`src/rtl/tpu_pkg.sv`:
```
// Shared types and array geometry for the systolic array control blocks.
package tpu_pkg;

    localparam int ARRAY_ROWS         = 16;
    localparam int ARRAY_COLS         = 16;
    localparam int DATA_W             = 32;
    localparam int POS_W              = 8;
    localparam int DEF_STROBE_CYCLES  = 2;

    typedef enum logic [2:0] {
        IDLE = 3'd0,
        ADDR = 3'd1,
        STRB = 3'd2,
        CAP  = 3'd3,
        OUT  = 3'd4,
        DONE = 3'd5
    } drain_state_t;

endpackage

```
`src/rtl/rc_scan_counter.sv`:
```
// Row-major row/column scan counter; saturates on the final element instead of wrapping.
module rc_scan_counter
    import tpu_pkg::*;
#(
    parameter int ROWS = ARRAY_ROWS,
    parameter int COLS = ARRAY_COLS,
    parameter int PW   = POS_W
) (
    input  logic          clk,
    input  logic          reset_n,
    input  logic          clear,
    input  logic          advance,
    output logic [PW-1:0] row,
    output logic [PW-1:0] col,
    output logic          last
);

    logic [PW-1:0] row_q, row_d;
    logic [PW-1:0] col_q, col_d;
    logic          row_end;
    logic          col_end;

    assign row_end = (row_q == PW'(ROWS - 1));
    assign col_end = (col_q == PW'(COLS - 1));

    always_comb begin
        row_d = row_q;
        col_d = col_q;
        if (clear) begin
            row_d = '0;
            col_d = '0;
        end else if (advance && !(row_end && col_end)) begin
            if (col_end) begin
                col_d = '0;
                row_d = row_q + PW'(1);
            end else begin
                col_d = col_q + PW'(1);
            end
        end
    end

    always_ff @(posedge clk or negedge reset_n) begin
        if (!reset_n) begin
            row_q <= '0;
            col_q <= '0;
        end else begin
            row_q <= row_d;
            col_q <= col_d;
        end
    end

    assign row  = row_q;
    assign col  = col_q;
    assign last = row_end && col_end;

endmodule

```
`src/rtl/pe_array_drain.sv`:
```
// Walks every PE of the systolic array in row-major order through its rdn read-out
// port and forwards each captured value on a valid/ready result stream.
module pe_array_drain
    import tpu_pkg::*;
#(
    parameter int ROWS          = ARRAY_ROWS,
    parameter int COLS          = ARRAY_COLS,
    parameter int DW            = DATA_W,
    parameter int PW            = POS_W,
    parameter int STROBE_CYCLES = DEF_STROBE_CYCLES
) (
    input  logic          clk,
    input  logic          reset_n,
    input  logic          start,
    input  logic          abort,
    output logic          busy,
    output logic          done,
    output logic [PW-1:0] x_position,
    output logic [PW-1:0] y_position,
    output logic          rdn,
    input  logic [DW-1:0] rd_data,
    output logic          out_valid,
    input  logic          out_ready,
    output logic [DW-1:0] out_data,
    output logic [PW-1:0] out_row,
    output logic [PW-1:0] out_col,
    output logic          out_last
);

    localparam int SW = (STROBE_CYCLES > 1) ? $clog2(STROBE_CYCLES) : 1;

    drain_state_t  state_q, state_d;
    logic [SW-1:0] strb_cnt_q, strb_cnt_d;

    logic          busy_q, busy_d;
    logic          done_q, done_d;
    logic          rdn_q, rdn_d;
    logic          out_valid_q, out_valid_d;
    logic [DW-1:0] out_data_q, out_data_d;
    logic [PW-1:0] out_row_q, out_row_d;
    logic [PW-1:0] out_col_q, out_col_d;
    logic          out_last_q, out_last_d;

    logic          cnt_clear;
    logic          cnt_advance;
    logic [PW-1:0] cur_row;
    logic [PW-1:0] cur_col;
    logic          cur_last;

    // The counter registers drive the array position directly, so the position only
    // moves on the handshake edge (into ADDR) while rdn is already high.
    rc_scan_counter #(
        .ROWS (ROWS),
        .COLS (COLS),
        .PW   (PW)
    ) u_scan (
        .clk     (clk),
        .reset_n (reset_n),
        .clear   (cnt_clear),
        .advance (cnt_advance),
        .row     (cur_row),
        .col     (cur_col),
        .last    (cur_last)
    );

    always_comb begin
        state_d     = state_q;
        strb_cnt_d  = strb_cnt_q;
        cnt_clear   = 1'b0;
        cnt_advance = 1'b0;
        out_valid_d = out_valid_q;
        out_data_d  = out_data_q;
        out_row_d   = out_row_q;
        out_col_d   = out_col_q;
        out_last_d  = out_last_q;

        case (state_q)
            IDLE: begin
                if (start) begin
                    state_d   = ADDR;
                    cnt_clear = 1'b1;
                end
            end
            ADDR: begin
                state_d    = STRB;
                strb_cnt_d = '0;
            end
            STRB: begin
                if (strb_cnt_q == SW'(STROBE_CYCLES - 1)) begin
                    state_d = CAP;
                end else begin
                    strb_cnt_d = strb_cnt_q + SW'(1);
                end
            end
            CAP: begin
                out_data_d  = rd_data;
                out_row_d   = cur_row;
                out_col_d   = cur_col;
                out_last_d  = cur_last;
                out_valid_d = 1'b1;
                state_d     = OUT;
            end
            OUT: begin
                if (out_valid_q && out_ready) begin
                    out_valid_d = 1'b0;
                    if (cur_last) begin
                        state_d = DONE;
                    end else begin
                        cnt_advance = 1'b1;
                        state_d     = ADDR;
                    end
                end
            end
            DONE: begin
                state_d = IDLE;
            end
            default: begin
                state_d = IDLE;
            end
        endcase

        // Abort overrides every transition, including a same-cycle start.
        if (abort) begin
            state_d     = IDLE;
            strb_cnt_d  = '0;
            cnt_clear   = 1'b1;
            cnt_advance = 1'b0;
            out_valid_d = 1'b0;
        end

        busy_d = (state_d != IDLE);
        done_d = (state_d == DONE);
        rdn_d  = (state_d != STRB);
    end

    always_ff @(posedge clk or negedge reset_n) begin
        if (!reset_n) begin
            state_q     <= IDLE;
            strb_cnt_q  <= '0;
            busy_q      <= 1'b0;
            done_q      <= 1'b0;
            rdn_q       <= 1'b1;
            out_valid_q <= 1'b0;
            out_data_q  <= '0;
            out_row_q   <= '0;
            out_col_q   <= '0;
            out_last_q  <= 1'b0;
        end else begin
            state_q     <= state_d;
            strb_cnt_q  <= strb_cnt_d;
            busy_q      <= busy_d;
            done_q      <= done_d;
            rdn_q       <= rdn_d;
            out_valid_q <= out_valid_d;
            out_data_q  <= out_data_d;
            out_row_q   <= out_row_d;
            out_col_q   <= out_col_d;
            out_last_q  <= out_last_d;
        end
    end

    assign busy       = busy_q;
    assign done       = done_q;
    assign rdn        = rdn_q;
    assign x_position = cur_row;
    assign y_position = cur_col;
    assign out_valid  = out_valid_q;
    assign out_data   = out_data_q;
    assign out_row    = out_row_q;
    assign out_col    = out_col_q;
    assign out_last   = out_last_q;

endmodule

```
`config.mk`:
```
export PLATFORM = sky130hd
export DESIGN_NAME = pe_array_drain
export DESIGN_NICKNAME = d
export VERILOG_FILES = /design/src/rtl/tpu_pkg.sv /design/src/rtl/rc_scan_counter.sv /design/src/rtl/pe_array_drain.sv
export SDC_FILE = /design/constraint.sdc
export NUM_CORES = 1
export LEC_CHECK = 0
export ABC_AREA = 1
export BUFFER_PORTS_ARGS = -buffer_cell sky130_fd_sc_hd__buf_2
export CORE_ASPECT_RATIO = 0.75
export CORE_MARGIN = 2
export CORE_UTILIZATION = 54
export DETAILED_ROUTE_END_ITERATION = 12
export HOLD_SLACK_MARGIN = 0.03
export PLACE_DENSITY = 0.84
export SYNTH_ARGS = -nofsm -noshare
export SYNTH_HDL_FRONTEND = slang
export SYNTH_SLANG_ARGS = --single-unit
```
`constraint.sdc`:
```
create_clock -name clk -period 4.02 [get_ports clk]
set_input_delay 0.603 -clock clk [delete_from_list [all_inputs] [get_ports clk]]
set_output_delay 0.603 -clock clk [all_outputs]
set_load 0.1 [all_outputs]
```
==> results of run 1 <==
[metal layers]
layer | vias to the layer above | track usage | routed length (µm)
li1 | 1194 | - | -
met1 | 1145 | 0.266 | 2860
met2 | 69 | 0.354 | 3360
met3 | 4 | 0.0669 | 338
met4 | 0 | 0.0647 | 34
met5 | - | 0 | 0
[flip-flops by register name, indices dropped and copies added (netlist names)]
name,count
rdn,1
u_scan.row,8
out_row,8
out_col,8
strb_cnt_q,1
out_last,1
u_scan.col,8
done,1
out_data,32
state_q,3
busy,1
out_valid,1
[worst max path at each step]
stage                       start       endpoint  slack (ps)  cells past startpoint
global route           state_q[1]  u_scan.col[6]        1820                      7
global placement            abort  u_scan.col[2]        1960                      7
finish                 state_q[1]  u_scan.col[2]        2040                      7
CTS                 u_scan.row[5]  x_position[5]        2050                      1
detailed placement          abort  u_scan.col[2]        1920                      7
floorplan           u_scan.col[0]  u_scan.col[5]        1800                      9
[placed cells by master (no fill, tap or decap), drive strengths merged]
master  instances
a21oi           2
buf           106
bufinv          2
clkbuf         11
clkinv          3
dfrtp          72
dfstp           1
ha              2
inv            26
mux2           35
nand2          66
nand3          25
nand4           3
nor2           20
nor3            5
nor3b           2
o21ai          25
xor2            5
[worst reg2reg max path, delay by kind of cell, from the launching register on]
family                 cells  cell delay [ps]
and+or+nand+nor            5             1040
DFF                        1              440
AOI/OAI and AO/OA          1               80
buffers and inverters      1              340
[final cells by class]
type                    instances  area [µm²]  share of cell area
flip-flops and latches         73        1830               0.460
repair buffers                106         536               0.135
multi-input cells             190        1190               0.300
inverters                      26        97.6              0.0246
clock inverters                 5        78.8              0.0198
well taps                      78        97.6              0.0246
clock buffers                  11         141              0.0356
[where the power goes]
part	leakage [nW]	internal, mW	switching (mW)
clock network	0.113	0.366	0.260
registers	0.935	0.885	0.0720
logic	1.04	0.222	1.26
[logic make-up after synthesis]
logic type,count (synthesis),synth area share
buffers and inverters,37,0.0489
XOR/XNOR,5,0.0138
multiplexers,35,0.124
AND/OR/NAND/NOR,121,0.178
flip-flops,73,0.576
AO/OA/AOI/OAI,27,0.0509
adder cells (fa/ha/maj),2,0.00789
[metrics by stage]
| step | std cells | power, mW |
|---|---|---|
| finish | 489 | 3.07 |
| global route | 489 | 3.18 |
| CTS | 489 | 3.10 |
| detailed placement | 473 | 2.47 |
| global placement | 473 | 2.44 |
| floorplan | 300 | 2.23 |
==> flow_summary.toml, run 1 <==
[run_status]
run_status = "complete, no violations"

[synthesis]
post-synth-top-area-fraction = 0.568
synth_top_cell_by_area = "sky130_fd_sc_hd__dfrtp_1"
netlist_instances = 300
synthMostInstantiatedCell = "sky130_fd_sc_hd__dfrtp_1"
synth_edf_count = 0
synth.area.top_cells = "sky130_fd_sc_hd__dfrtp_1 (57%), sky130_fd_sc_hd__mux2_2 (12%), sky130_fd_sc_hd__nand2_1 (7.1%)"
post_synth.cell_area_avg_um2 = 10.6
synthesis.area_um2 = 3170
synth-seq-cells = 73
ys.warnings.count = 0
ys_types = 26
synthesis.nets = 339
dominantRegCellSynth = "sky130_fd_sc_hd__dfrtp_1"
synth.cells.most_frequent = "sky130_fd_sc_hd__dfrtp_1 (72), sky130_fd_sc_hd__nand2_1 (60), sky130_fd_sc_hd__mux2_2 (35)"
seq_area_frac_synth = 0.576
synthArstFlopShare = 1.00

[final_layout]
fillerInstances = 461
finalCoreUtilization = 0.693
synthToLayoutAreaGrowth_pct = 25.2
insertedDiodeCount = 0
layout-drive-gt1-share = 0.428
nets = 445
stdcell_area_um2 = 3970

[floorplan]
fp.dieH_um = 70.4
core-area_um2 = 5740
start_util = 0.553
io_pins = 106
fp.dieW_um = 92.5
row_count = 24
die_area_um2 = 6510

[routing]
drc = 0
route.antenna.remaining_nets = 0
wl_per_cell_um = 13.5
firstDrtPassIters = 4
detailroute.via_count = 2412
drt-total-wl_um = 6580
drt-initial-drc-count = 157
detail_routed_via_count_per_cell = 4.93

[placed_design]
buffer_ports.inserted = 105
pre_cts_slack_ps = 1920
gp_congestion = 0.831
dpl_cell_area_um2 = 3750
place.detailed.hpwl_um = 4620

[setup_path]
cp_common_cell = "sky130_fd_sc_hd__nand3_1"
critical_path.max_fanout = 15
worst_r2r_path_depth = 7
crit_required_ps = 4290
cp_cell_sequence = "nor2_1 -> nand3_1 -> nand2_1 -> inv_1 -> nand2_4 -> nand3_1 -> o21ai_2"
crit_slowest_cell = "sky130_fd_sc_hd__dfrtp_1"
worst_path_largest_cell_delay_ps = 440
regToRegEndpoint = "u_scan.col[2]"
rrSetupSlack_ps = 2040
worstSetupEndpointType = "flip-flop"
criticalPathCategory = "reg2reg"
timing.critical_path.arrival_ps = 2250
start_kind = "flip-flop"
reg2reg_from = "state_q[1]"
largest_delay_share_family_worst_path = "simple AND/OR/NAND/NOR gates"
worstPathBufferInverterCount = 1

[clock_network]
postCtsSetupBuffers = 0
clkSlewWorstSetupHoldPaths_ps = 70
cts_repair_resize_count = 0
clock_insertion_delay_worst_skew_ps = 340
tritoncts = "built"
clkSinkCount = 73
tritoncts.num_buffers = 9
max-clock-path-buffers = 2
hold_buffers = 0
htree_num_levels = 3
clk_root_buffer_cell = "sky130_fd_sc_hd__clkbuf_8"

[pwr]
total_power_per_unit_cell_area_nw_per_um2 = 772
vdd.ir_drop.worst_uv = 523
total_leakage_power_nw = 2.09

[timing]
finalWorstPathRequiredPeriod_ps = 1980
setup-tns-final_ps = 0
max_freq_mhz = 505
rsz0062_at_grt = "no"
transition_time_of_the_tightest_slew_check_pin_ps = 893
timing.final.ws_setup_ps = 2040
timing.clock.skew_ps = 5.92
setup_viol = 0
hold_violations = 0
fin_crit_sh = 0.493
finalHoldWorstSlack_ps = 392
report.final.slew_viol_count = 0
relSlewSlack = 0.405

[global_routing]
grt_overflow = 0
grt_antenna_before_repair = 0
vias_in_the_first_global_route = 2292
groute.usage.overall = 0.212
grt_start_max_net_pins = 74
grt_pass1_wl_um = 10600

[hold_path]
timing.hold.worst.class = "in2async"

[run]
timing.max_cap.violations = 0
Power figures use the tool's default switching activity.
==> inputs of run 2 (changes only) <==
--- a/config.mk
+++ b/config.mk
@@ -5,14 +5,14 @@
 export SDC_FILE = /design/constraint.sdc
 export NUM_CORES = 1
 export LEC_CHECK = 0
-export ABC_AREA = 1
+export ABC_AREA = 0
 export BUFFER_PORTS_ARGS = -buffer_cell sky130_fd_sc_hd__buf_2
 export CORE_ASPECT_RATIO = 0.75
 export CORE_MARGIN = 2
-export CORE_UTILIZATION = 54
+export CORE_UTILIZATION = 50
 export DETAILED_ROUTE_END_ITERATION = 12
 export HOLD_SLACK_MARGIN = 0.03
-export PLACE_DENSITY = 0.84
+export PLACE_DENSITY = 0.79
 export SYNTH_ARGS = -nofsm -noshare
 export SYNTH_HDL_FRONTEND = slang
 export SYNTH_SLANG_ARGS = --single-unit
==> constraint.sdc (replaced) <==
create_clock -name clk -period 2 [get_ports clk]
set_input_delay 0.3 -clock clk [delete_from_list [all_inputs] [get_ports clk]]
set_output_delay 0.3 -clock clk [all_outputs]
set_load 0.1 [all_outputs]
==> run 2 against run 1 <==
- maximum frequency is 3.3% higher
- largest power group unchanged
- first-iteration DRC count grew 21%
- critical path depth is 3 lower
- non-clock buffer count rose by 9
- synthesized cell count fell by 19%
==> flow_summary.toml, run 2 <==
[run_status]
run_status = "complete, no violations"

[timing]
rsz0062_at_grt = "no"
finalWorstPathRequiredPeriod_ps = 1920
transition_time_of_the_tightest_slew_check_pin_ps = 616
max_freq_mhz = 522
report.final.slew_viol_count = 0
timing.clock.skew_ps = 11.3
timing.final.ws_setup_ps = 83.4
setup-tns-final_ps = 0
hold_violations = 0
fin_crit_sh = 0.958
relSlewSlack = 0.588
setup_viol = 0

[placed_design]
pre_cts_slack_ps = 71.1
dpl_cell_area_um2 = 3810
place.detailed.hpwl_um = 4800
buffer_ports.inserted = 105
gp_congestion = 0.857

[synthesis]
synth_edf_count = 0
synth-seq-cells = 73
synth.area.top_cells = "sky130_fd_sc_hd__dfrtp_1 (58%), sky130_fd_sc_hd__mux2_2 (17%), sky130_fd_sc_hd__a21oi_1 (2.1%)"
synthMostInstantiatedCell = "sky130_fd_sc_hd__dfrtp_1"
synthArstFlopShare = 1.00
netlist_instances = 243
ys.warnings.count = 0
synth_top_cell_by_area = "sky130_fd_sc_hd__dfrtp_1"
dominantRegCellSynth = "sky130_fd_sc_hd__dfrtp_1"
synth.cells.most_frequent = "sky130_fd_sc_hd__dfrtp_1 (72), sky130_fd_sc_hd__mux2_2 (48), sky130_fd_sc_hd__a21oi_1 (13)"
post_synth.cell_area_avg_um2 = 12.8
seq_area_frac_synth = 0.588
post-synth-top-area-fraction = 0.580
synthesis.area_um2 = 3110
synthesis.nets = 282
ys_types = 39

[floorplan]
row_count = 24
fp.dieW_um = 95.0
fp.dieH_um = 72.3
core-area_um2 = 5920
die_area_um2 = 6870
io_pins = 106
start_util = 0.525

[global_routing]
groute.usage.overall = 0.214
vias_in_the_first_global_route = 2394
grt_antenna_before_repair = 0
grt_overflow = 0
grt_start_max_net_pins = 36
grt_pass1_wl_um = 11100

[clock_network]
max-clock-path-buffers = 2
htree_num_levels = 3
clock_insertion_delay_worst_skew_ps = 350
clk_root_buffer_cell = "sky130_fd_sc_hd__clkbuf_8"
clkSlewWorstSetupHoldPaths_ps = 80
tritoncts.num_buffers = 9
tritoncts = "built"
clkSinkCount = 73

[final_layout]
stdcell_area_um2 = 4000
layout-drive-gt1-share = 0.562
layout.cells.most_common_list = "sky130_fd_sc_hd__buf_2 (104), sky130_fd_sc_hd__dfrtp_1 (54), sky130_fd_sc_hd__mux2_2 (48)"
largest_register_ffs = 32
most_common_cell_after_layout_fill_and_taps_aside = "sky130_fd_sc_hd__buf_2"
nets = 397
synthToLayoutAreaGrowth_pct = 28.7
insertedDiodeCount = 0
fillerInstances = 461
finalCoreUtilization = 0.676

[pwr]
total_leakage_power_nw = 1.93
vdd.ir_drop.worst_uv = 1750
total_power_per_unit_cell_area_nw_per_um2 = 1590
design_power_total_mw = 6.35

[routing]
detail_routed_via_count_per_cell = 5.45
drt-initial-drc-count = 190
wl_per_cell_um = 15.5
route.antenna.remaining_nets = 0
drc = 0
firstDrtPassIters = 4
detailroute.via_count = 2403
drt-total-wl_um = 6830

[hold_path]
timing.hold.worst.class = "in2reg"
min_path_cells = 2

[setup_path]
criticalPathCategory = "reg2reg"
crit_required_ps = 2260
timing.critical_path.arrival_ps = 2180
rrSetupSlack_ps = 80
start_kind = "flip-flop"
worst_r2r_path_depth = 4
critical_path.max_fanout = 11
worstSetupEndpointType = "flip-flop"

[run]
timing.max_cap.violations = 0
## run 2: cell types whose count changed after synthesis, sizes merged, moves of 4 or more
cell    before  now
nor2        20    4
a21oi        2   13
nor4         0    5
mux2        35   48
o21ai       25   12
or4          0    6
inv         26    3
nand3       25    9
nand2       66   12
clkbuf       4    8
or3          0    6
xor2         5    0
## run 2: final cells by class
| class | instances | area (µm²) | area share |
|---|---|---|---|
| timing repair buffer | 115 | 631 | 0.158 |
| tap | 78 | 97.6 | 0.0244 |
| clock inverter | 5 | 32.5 | 0.00813 |
| clock buffer | 11 | 141 | 0.0353 |
| inverter | 3 | 11.3 | 0.00281 |
| sequential | 73 | 1870 | 0.466 |
| multi-input combinational | 156 | 1220 | 0.306 |
## run 2: logic make-up (layout without fill, tap and decap cells)
family / Yosys count / in the layout / synth area share
compound gates: 42 / 42 / 0.0833
xor+xnor: 1 / 1 / 0.00282
fa+ha+maj: 2 / 2 / 0.00805
buf+inv: 15 / 134 / 0.0233
flops: 73 / 73 / 0.588
mux: 51 / 51 / 0.184
simple gates: 59 / 60 / 0.111
## run 2: what timing repair did
| action | 4_1_cts | 5_1_grt |
|---|---|---|
| hold buffers | 1 | 0 |
| setup endpoints to repair | 0 | 5 |
| setup buffers | 0 | 0 |
| gates resized for setup | 0 | 1 |
| hold endpoints to repair | 33 | 0 |
## run 2: critical path, stage by stage (launching register included)
cell and delay, ps:
sky130_fd_sc_hd__dfrtp_2 410, sky130_fd_sc_hd__or3b_4 440, sky130_fd_sc_hd__or2_4 320, sky130_fd_sc_hd__or4_1 520, sky130_fd_sc_hd__a21oi_1 150
## run 2: path summary, 6_finish.rpt
check	startpoint	to
min in group asynchronous	reset_n	out_col[7]
hold reg to reg	out_last	out_last
setup / recovery	state_q[2]	u_scan.col[4]
hold / removal	rd_data[14]	out_data[14]
setup reg to reg	state_q[2]	u_scan.col[4]
max in group asynchronous	reset_n	rdn
## run 2: layer usage
metal / vias up / track usage / part of all wire
li1: 1129 / - / -
met1: 1159 / 0.285 / 0.45
met2: 102 / 0.313 / 0.45
met3: 13 / 0.0852 / 0.085
met4: 0 / 0.0918 / 0.016
met5: - / 0 / 0
## run 2: metrics by stage
| stage | std cells | hold WS (ps) |
|---|---|---|
| 4_1_cts | 440 | 160 |
| 6_report | 441 | 176 |
| 3_3_place_gp | 423 | 278 |
| 2_1_floorplan | 243 | 4.41 |
| 3_5_place_dp | 423 | 278 |
| 5_1_grt | 441 | 161 |
## run 2: report_power, final
group | internal, mW | switching [mW]
registers | 1.82 | 0.165
logic | 0.522 | 2.83
clock network | 0.479 | 0.530
total | 2.82 | 3.52
==> inputs of run 3 (changes only) <==
--- a/config.mk
+++ b/config.mk
@@ -7,7 +7,6 @@
 export LEC_CHECK = 0
 export ABC_AREA = 0
 export BUFFER_PORTS_ARGS = -buffer_cell sky130_fd_sc_hd__buf_2
-export CORE_ASPECT_RATIO = 0.75
 export CORE_MARGIN = 2
 export CORE_UTILIZATION = 50
 export DETAILED_ROUTE_END_ITERATION = 12
==> constraint.sdc (replaced) <==
create_clock -name clk -period 2 [get_ports clk]
set_input_delay 0.3 -clock clk [delete_from_list [all_inputs] [get_ports clk]]
set_output_delay 0.3 -clock clk [all_outputs]
set_load 0.05 [all_outputs]
==> run 3 against run 2 <==
- highest routed layer unchanged
- clock power about the same
- routed wire length down 2.8%
- clock skew down 4.4 ps
- total power down 21%
- maximum frequency down 0.22%
- hold slack better by 15 ps
- sequential power about the same
- critical path type unchanged
- critical path depth unchanged
- non-clock buffer count up 4
==> flow_summary.toml, run 3 (synthesis gave the netlist of run 2 again) <==
[run_status]
run_status = "complete, no violations"

[clock_network]
clock_insertion_delay_worst_skew_ps = 340
tritoncts.num_buffers = 9
htree_num_levels = 3
clk_root_buffer_cell = "sky130_fd_sc_hd__clkbuf_8"
max-clock-path-buffers = 2
clkSlewWorstSetupHoldPaths_ps = 70
tritoncts = "built"
clkSinkCount = 73

[final_layout]
stdcell_area_um2 = 3980
fillerInstances = 473
insertedDiodeCount = 0
layout-drive-gt1-share = 0.527
finalCoreUtilization = 0.668
multiInputGateArea_um2 = 1220
most_common_cell_after_layout_fill_and_taps_aside = "sky130_fd_sc_hd__buf_2"
synthToLayoutAreaGrowth_pct = 28.1
post_route_insts_no_fill = 441
seq_area_um2 = 1830
nets = 400
layout.cells.most_common_list = "sky130_fd_sc_hd__buf_2 (104), sky130_fd_sc_hd__dfrtp_1 (68), sky130_fd_sc_hd__mux2_2 (48)"
largest_register_ffs = 32

[setup_path]
worst_setup_path_endpoint = "u_scan.row[4]"
largest_delay_share_family_worst_path = "simple AND/OR/NAND/NOR gates"
timing.critical_path.arrival_ps = 2180
worstSetupEndpointType = "flip-flop"
cp_cell_sequence = "or3b_4 -> or2_4 -> or4_1 -> a21oi_1"
worstSetupPathDepth = 4
criticalPathCategory = "reg2reg"
regToRegEndpoint = "u_scan.row[4]"
reg2reg_from = "state_q[2]"
crit_slowest_cell = "sky130_fd_sc_hd__or4_1"
start_kind = "flip-flop"
worst_path_largest_cell_delay_ps = 520
crit_required_ps = 2260
rrSetupSlack_ps = 80
worst_r2r_path_depth = 4
cp-startpoint = "state_q[2]"
worstPathBufferInverterCount = 0
critical_path.max_fanout = 21

[timing]
transition_time_of_the_tightest_slew_check_pin_ps = 568
setup_viol = 0
max_freq_mhz = 521
relSlewSlack = 0.620
timing.clock.skew_ps = 6.90
report.final.slew_viol_count = 0
hold_violations = 0
fin_crit_sh = 0.960
rsz0062_at_grt = "yes"
finalHoldWorstSlack_ps = 191
finalWorstPathRequiredPeriod_ps = 1920

[global_routing]
vias_in_the_first_global_route = 2370
grt_pass1_wl_um = 11400
groute.usage.overall = 0.202
grt_start_max_net_pins = 54
grt_antenna_before_repair = 0
grt_overflow = 0

[routing]
route.antenna.remaining_nets = 0
detailroute.via_count = 2421
drt-total-wl_um = 6640
firstDrtPassIters = 4
drc = 0
detail_routed_via_count_per_cell = 5.49
wl_per_cell_um = 15.1
drt-initial-drc-count = 267

[pwr]
total_power_per_unit_cell_area_nw_per_um2 = 1260
design_power_total_mw = 5.02
total_leakage_power_nw = 1.98
vdd.ir_drop.worst_uv = 1070

[floorplan]
io_pins = 106
fp.dieW_um = 82.8
core-area_um2 = 5960
fp.dieH_um = 82.8
die_area_um2 = 6860
start_util = 0.522
row_count = 28

[placed_design]
numPlacedInstances = 423
place.detailed.hpwl_um = 4810
buffer_ports.inserted = 105
dpl_cell_area_um2 = 3780
gp_congestion = 0.903

[run]
timing.max_cap.violations = 0

[hold_path]
timing.hold.worst.class = "in2reg"
-- run 3: area by class of cell --
class	count	area share
clock buffer	13	0.0399
timing repair buffer	119	0.163
sequential	73	0.461
inverter	3	0.00283
multi-input combinational	155	0.307
clock inverter	3	0.00377
tap	75	0.0236
-- run 3: worst min path at each step --
stage          slack [ps]  cells after the start        start           end
6_report              190                      2  rd_data[15]  out_data[15]
5_1_grt               180                      2  rd_data[11]  out_data[11]
4_1_cts               180                      2  rd_data[24]  out_data[24]
3_5_place_dp          200                      1      reset_n   out_data[8]
3_3_place_gp          200                      1      reset_n  out_data[31]
2_1_floorplan           4                      0      reset_n          busy
-- run 3: power breakdown --
part | leakage, nW | switching [mW] | internal (mW)
combinational | 0.954 | 1.51 | 0.526
sequential | 0.933 | 0.151 | 1.82
clock | 0.0932 | 0.503 | 0.513
total | 1.98 | 2.16 | 2.86
-- run 3: timing repair --
| action | CTS | global route |
|---|---|---|
| hold buffers | 1 | 0 |
| endpoints found under the hold margin | 20 | 0 |
| endpoints found under the setup margin | 0 | 5 |
| gates resized for setup | 0 | 1 |
| setup buffers | 0 | 1 |
-- run 3: per-stage QoR --
step | setup WS, ps | TNS [ps]
2_1_floorplan | -2.34 | -2.34
6_report | 79.1 | 0
4_1_cts | 54.8 | 0
3_3_place_gp | 128 | 0
3_5_place_dp | 79.8 | 0
5_1_grt | -2.07 | -2.07
-- run 3: worst reg2reg max path: stages, from the launching register on --
cell                      delay (ps)
sky130_fd_sc_hd__dfrtp_1         400
sky130_fd_sc_hd__or3b_4          430
sky130_fd_sc_hd__or2_4           340
sky130_fd_sc_hd__or4_1           530
sky130_fd_sc_hd__a21oi_1         150
-- run 3: routing by layer --
metal / routed length, µm / GRT usage / up-vias / share of wire
met3: 282 / 0.0437 / 15 / 0.042
met1: 2780 / 0.267 / 1197 / 0.42
met2: 3420 / 0.323 / 71 / 0.52
met4: 152 / 0.0894 / 0 / 0.023
met5: 0 / 0 / - / 0
li1: - / - / 1138 / -
